`src/rtl/output_arbiter_5.sv`:
```
// Round-robin output-port arbiter for the 5-port router crossbar, one instance per output.
// Define OUTPUT_ARB_LOCK_EN for packet-level (wormhole) locking; undefined gives flit-level arbitration.
module output_arbiter_5 #(
  parameter int PTR_INIT = 0
) (
  input  logic       clk,
  input  logic       rstn,
  input  logic [4:0] req,
  input  logic [4:0] tail,
  input  logic       out_ready,
  output logic [4:0] grant,
  output logic [2:0] grant_idx,
  output logic       grant_valid,
  output logic       xfer,
  output logic       locked
);

  // An out-of-range start pointer falls back to port 0 so ptr never leaves 0..4.
  localparam logic [2:0] PTR_RST = (PTR_INIT >= 0 && PTR_INIT <= 4) ? 3'(PTR_INIT) : 3'd0;

  function automatic logic [2:0] next_port(input logic [2:0] idx);
    next_port = (idx >= 3'd4) ? 3'd0 : idx + 3'd1;
  endfunction

  function automatic logic [4:0] onehot(input logic [2:0] idx);
    onehot = 5'b00001 << idx;
  endfunction

  // Returns {hit, index} of the first requester at or after p, wrapping modulo 5.
  function automatic logic [3:0] rr_pick(input logic [4:0] r, input logic [2:0] p);
    logic [2:0] i;
    logic       hit;
    rr_pick = 4'd0;
    i       = p;
    hit     = 1'b0;
    for (int k = 0; k < 5; k++) begin
      if (!hit && r[i]) begin
        hit     = 1'b1;
        rr_pick = {1'b1, i};
      end
      i = next_port(i);
    end
  endfunction

  logic [2:0] ptr;
  logic [2:0] ptr_nxt;
  logic [3:0] pick;
  logic [2:0] sel_idx;
  logic       sel_vld;

  assign pick        = rr_pick(req, ptr);
  assign grant       = sel_vld ? onehot(sel_idx) : 5'd0;
  assign grant_idx   = sel_vld ? sel_idx : 3'd0;
  assign grant_valid = sel_vld;
  assign xfer        = sel_vld & out_ready;

`ifdef OUTPUT_ARB_LOCK_EN

  typedef enum logic {IDLE = 1'b0, LOCKED = 1'b1} mode_t;

  mode_t      mode;
  mode_t      mode_nxt;
  logic [2:0] owner;
  logic [2:0] owner_nxt;

  always_ff @(posedge clk or negedge rstn) begin
    if (!rstn) begin
      mode  <= IDLE;
      ptr   <= PTR_RST;
      owner <= 3'd0;
    end else begin
      mode  <= mode_nxt;
      ptr   <= ptr_nxt;
      owner <= owner_nxt;
    end
  end

  always_comb begin
    mode_nxt  = mode;
    ptr_nxt   = ptr;
    owner_nxt = owner;
    case (mode)
      IDLE: begin
        if (xfer) begin
          if (tail[pick[2:0]]) begin
            ptr_nxt = next_port(pick[2:0]);
          end else begin
            mode_nxt  = LOCKED;
            owner_nxt = pick[2:0];
          end
        end
      end
      LOCKED: begin
        if (xfer && tail[owner]) begin
          mode_nxt = IDLE;
          ptr_nxt  = next_port(owner);
        end
      end
      default: mode_nxt = IDLE;
    endcase
  end

  // While locked, only the owner can be granted; a dropped owner request is a bubble.
  always_comb begin
    sel_idx = pick[2:0];
    sel_vld = pick[3];
    if (mode == LOCKED) begin
      sel_idx = owner;
      sel_vld = req[owner];
    end
  end

  assign locked = (mode == LOCKED);

`else

  logic unused_tail;

  always_ff @(posedge clk or negedge rstn) begin
    if (!rstn) begin
      ptr <= PTR_RST;
    end else begin
      ptr <= ptr_nxt;
    end
  end

  // Every transferred flit rotates priority past the winner.
  always_comb begin
    ptr_nxt = ptr;
    if (xfer) begin
      ptr_nxt = next_port(pick[2:0]);
    end
  end

  always_comb begin
    sel_idx = pick[2:0];
    sel_vld = pick[3];
  end

  assign locked      = 1'b0;
  assign unused_tail = ^tail;

`endif

endmodule

```
`config.mk`:
```
export PLATFORM = sky130hd
export DESIGN_NAME = output_arbiter_5
export DESIGN_NICKNAME = d
export VERILOG_FILES = /design/src/rtl/output_arbiter_5.sv
export SDC_FILE = /design/constraint.sdc
export NUM_CORES = 1
export LEC_CHECK = 0
export CORE_MARGIN = 4
export CORE_UTILIZATION = 55
export CTS_BUF_LIST = sky130_fd_sc_hd__clkbuf_2 sky130_fd_sc_hd__clkbuf_4 sky130_fd_sc_hd__clkbuf_8
export DETAILED_ROUTE_END_ITERATION = 16
export HOLD_SLACK_MARGIN = 0.06
export PLACE_DENSITY = 0.92
export SYNTH_ARGS = -nofsm -noshare
export SYNTH_HDL_FRONTEND = slang
export SYNTH_SLANG_ARGS = --single-unit
```
`constraint.sdc`:
```
create_clock -name clk -period 8.54 [get_ports clk]
set_input_delay 1.708 -clock clk [delete_from_list [all_inputs] [get_ports clk]]
set_output_delay 1.708 -clock clk [all_outputs]
set_load 0.02 [all_outputs]
```
# Yosys cells after proc, flatten, opt, wreduce, memory -nomap -nowiden
# Index checks and enable logic that the tools add are counted.
[word_totals]
regBits = 3
output_inout_bits = 11
word_cells = 52
[op_classes]
n_addsub = 5
n_lt_le_gt_ge = 10
shift = 1
muxes = 26
bitwise_logic = 1
n_reduce_logical = 8
[ops]
columns = ["cell", "n"]
rows = [
  ["$lt A3 B4 Y1 const B", 5],
  ["$mux W4", 5],
  ["$mux W3", 6],
  ["$add A3 B1 Y3 const B", 5],
  ["$bmux W1 S3", 5],
  ["$ge A3 B3 Y1 const B", 5],
  ["$mux W1", 9],
  ["$mux W5", 1],
  ["$shl A1 B3 Y5 const A", 1],
  ["$logic_and A1 B1 Y1", 4],
  ["$logic_not A1 Y1", 4],
  ["$and A1 B1 Y1", 1],
]

# Depth between registers and ports, before layout
[logic_depth]
depth_word = 17
ltp_mapped = 16
mapped_depth_nobuf = 16

# Worst setup path after synthesis
# No wires, ideal clock.
[synth_timing]
kind = "input-to-output"
from = "input req[0]"
to = "output grant[0]"
arrival_time_ns = 3.501
path_slack_ns = 3.331
cell_stages = 10
path_cell_list = "clkbuf_1 > mux2i_1 > a32oi_1 > a22oi_1 > and2_1 > o2111ai_2 > o221ai_1 > inv_1 > ha_1 > and2_1"
[synth_between]
elab_chain_len = 17
word_cells_on_any_way = 29
classes_between = "1 x shift; 20 x mux; 8 x reduce/logical"
[synth_lines]
columns = ["item", "line_no", "rtl"]
rows = [
  ["start, declared", "8", "input logic [4:0] req,"],
  ["$bmux W1 S3", "37", "if (!hit && r[i]) begin"],
  ["$mux W1 (implied by the code)", "37", ""],
  ["$mux W1", "37", ""],
  ["$logic_not A1 Y1", "37", ""],
  ["$logic_and A1 B1 Y1", "37", ""],
  ["$mux W1", "37", ""],
  ["$logic_not A1 Y1", "37", ""],
  ["$logic_and A1 B1 Y1", "37", ""],
  ["$mux W1", "37", ""],
  ["$logic_not A1 Y1", "37", ""],
  ["$logic_and A1 B1 Y1", "37", ""],
  ["$mux W1", "37", ""],
  ["$logic_not A1 Y1", "37", ""],
  ["$logic_and A1 B1 Y1", "37", ""],
  ["$mux W4 *", "37", ""],
  ["$shl A1 B3 Y5", "26", "onehot = 5'b00001 << idx;"],
  ["$mux W5 *", "52", "assign grant = sel_vld ? onehot(sel_idx) : 5'd0;"],
  ["end, declared", "11", "output logic [4:0] grant,"],
]
# Every way passes the cells marked *; elsewhere a longest branch is shown, timed or not. The select of a mux whose other input is x is not followed.

# Worst setup path in the final report
[layout_timing]
from = "register ptr[0]"
to = "output grant[4]"
[layout_between]
elab_chain_len = 17
word_cells_on_any_way = 41
classes_between = "4 x add/sub; 4 x order compare; 1 x shift; 24 x mux; 8 x reduce/logical"
[layout_lines]
columns = ["item", "line_no", "rtl"]
rows = [
  ["start, declared", "45", "logic [2:0] ptr;"],
  ["start signal, assigned", "123", "ptr <= ptr_nxt;"],
  ["parallel branches: the longest is 14 deep, another holds $add A3 B1 Y3", "n/a", ""],
  ["$mux W4 *", "37", ""],
  ["$shl A1 B3 Y5", "26", ""],
  ["$mux W5 *", "52", ""],
]
# Mark *: on every way between the ends. The select of a mux whose other input is x is not followed.

==> out/qor.csv <==
stage;metric;value;unit
placed_design;port_buffers;17;
synthesis;yosys-top-cells-area;ha_1 (10%), mux2i_1 (9.4%), dfrtp_1 (7.8%), and2_1 (5.9%), nand2_1 (5.5%);
sta;slew_violations;0;
synthesis;syn_area_per_cell;7.63;µm²
cts;cts.sink_count;3;
floorplanning;rows;14;
drt;route.detailed.drc;0;
sta;worstMarginPinSlew;0.640;ns
drt;drt_iter0_drc;29;
floorplanning;start_util;61.0;%
cells_and_area;area_growth;17.7;%
floorplanning;die_w;49.8;µm
critical_path;crit_chain;ha_1 > nor2b_1 > ha_1 > nand2_1 > inv_1 > ha_1 > and2_1 > ha_1 > or3b_2 > o211ai_2 > o2111ai_2 > o221ai_1 > inv_1 > ha_1 > and2_1 > clkdlybuf4s50_1;
sta;final.setup_skew;0.00408;ns
synthesis;synth.most_common_cell;nand2_1;
sta;finalHoldViolations;0;
synthesis;syn_inst;126;
sta;period_minus_slack;6.64;ns
sta;final-setup-viol-count;0;
drt;dr.pass1.iters;4;
grt;antenna_found_initial;0;
synthesis;synthArstFlopShare;100;%
critical_path;cp.arrival;4.93;ns
cells_and_area;regMostFlops;ptr;
cells_and_area;nNetsFinal;163;
synthesis;yosysTopAreaCellShare;10.4;%
grt;grt_max_degree;21;
drt;route.vias.total;993;
synthesis;ys_ff_latch;3;
floorplanning;boundaryPins;24;
sta;max-slew-margin-rel;57.3;%
drt;drt_wl_total;2440;µm
critical_path;worstPathRequired;6.83;ns
cells_and_area;drive_gt1_share;9.93;%
synthesis;synth_ff_type;dfrtp_1;
critical_path;crit_path_top_delay_cell;dfrtp_1;
cts;cts_setup_buffers;0;
grt;overflow;0;
cells_and_area;multi_input_area;802;µm²
synthesis;synth_warnings;0;
drt;antenna_left;0;
cells_and_area;largest_reg_flops;3;
synthesis;yosysUniqueCellTypes;49;
outcome;status;finished, final reports clean;
critical_path;endpoint_kind;output port;
cts;root_buffer;clkbuf_4;
sta;rsz0062_at_grt;no;
cts;cts_buffers;3;
synthesis;syn_nets;147;
placed_design;numPlacedInstances;153;
synthesis;synthesis.area;961;µm²
critical_path;slowest_delay;0.74;ns
cts;cts_tree;yes;
critical_path;worstSetupPathType;register to output port;
cts;ctsLongestPathBuffers;2;
grt;grt_first_pass_wirelength;4380;µm
cells_and_area;n_antenna_cell;0;
critical_path;cp_max_fo;19;
synthesis;synth_edf_count;0;
grt;grt_pass1_vias;1020;
sta;fmax;151;MHz
cts;htree_levels;1;
cts;cts_hold_buf;0;
cells_and_area;regArea;75.1;µm²
drt;wl_per_cell;15.5;µm
cts;clock_latency;0.23;ns
floorplanning;fp.coreArea;1580;µm²
cells_and_area;final_cells;157;
critical_path;startpoint_type;register;
synthesis;synth.largest_area_cell;ha_1;
cells_and_area;largest_registers;ptr (3);
sta;tns;0;ns
critical_path;crit_top_cell;ha_1;
cells_and_area;fillers;122;
drt;viasPerCell;6.32;
synthesis;synth_commonest_cells;nand2_1 (14), and2_1 (9), inv_1 (9), mux2i_1 (9), ha_1 (8);
synthesis;seq_area_frac_synth;7.81;%
cts;cts-resized-gates;0;
floorplanning;die_h;49.8;µm
grt;grtUsageTotal;21.5;%
run;drv_cap;0;
placed_design;hpwlAfterDp;1850;µm
placed_design;place.gp.congestion;0.892;
hold_path;min_path_type;register to register;
floorplanning;die-area;2480;µm²
cts;clk_pin_slew;0.03;ns
sta;period_share;77.7;%
-- cells by family after synthesis --
logic type                 synth area share [%]
DFF                                        7.81
and+or+nand+nor                            31.1
other                                     0.390
muxes                                      9.38
AOI/OAI and AO/OA                          32.2
adders and majority gates                  10.4
buffers and inverters                      8.72
-- worst max-delay path: cells and delay by family, from the launching register on --
kind / cells / cell delay (ns)
DFF: 1 / 0.74
AOI/OAI and AO/OA: 3 / 0.69
and+or+nand+nor: 5 / 1.07
buffers and inverters: 3 / 0.69
adders and majority gates: 5 / 1.50
-- placed cells by master (no fill, tap or decap), types with 4 or more instances in the layout --
cell type,n
nor2_1,7
ha_1,8
a21oi_1,4
mux2i_1,9
nor2b_1,4
inv_1,9
nand2_1,14
clkbuf_4,4
and2_1,9
clkdlybuf4s50_1,17
-- per-stage QoR --
stage          hold WS [ns]  setup WS [ns]  utilization [%]  cell area (µm²)
2_1_floorplan         0.612           3.33                -              961
3_3_place_gp          0.665           2.21             69.8             1100
3_5_place_dp          0.680           2.09             69.8             1100
4_1_cts               0.690           1.92             71.7             1130
5_1_grt               0.744           1.60             71.7             1130
6_report              0.696           1.90             71.7             1130
-- cell type report --
class                           count  share of cell area [%]
Sequential cell                     3                    6.64
Inverter                            9                    2.99
Tap cell                           16                    1.77
Multi-Input combinational cell    108                    70.9
Clock buffer                        4                    2.65
Timing Repair Buffer               17                    15.0
-- per-layer routing --
| metal | track usage, % | up-vias | part of all wire (%) |
|---|---|---|---|
| met1 | 25.5 | 458 | 43 |
| met2 | 37.4 | 36 | 49 |
| met5 | 0 | - | 0 |
| met4 | 8.29 | 0 | 1.3 |
| met3 | 4.22 | 4 | 6.2 |
| li1 | - | 495 | - |
-- path summary, 6_finish.rpt --
check	startpoint	end	slack (ns)	cells after the start
min in group asynchronous	rstn	ptr[2]	1.66	1
worst max-delay path	ptr[0]	grant[4]	1.90	16
worst min register to register	ptr[1]	ptr[1]	0.70	2
max in group asynchronous	rstn	ptr[1]	6.74	1
worst min-delay path	ptr[1]	ptr[1]	0.70	2
worst max register to register	ptr[0]	ptr[1]	4.27	15
Power is not shown: default switching activity piles up to over one toggle a cycle in this logic, so the estimate is an artifact.
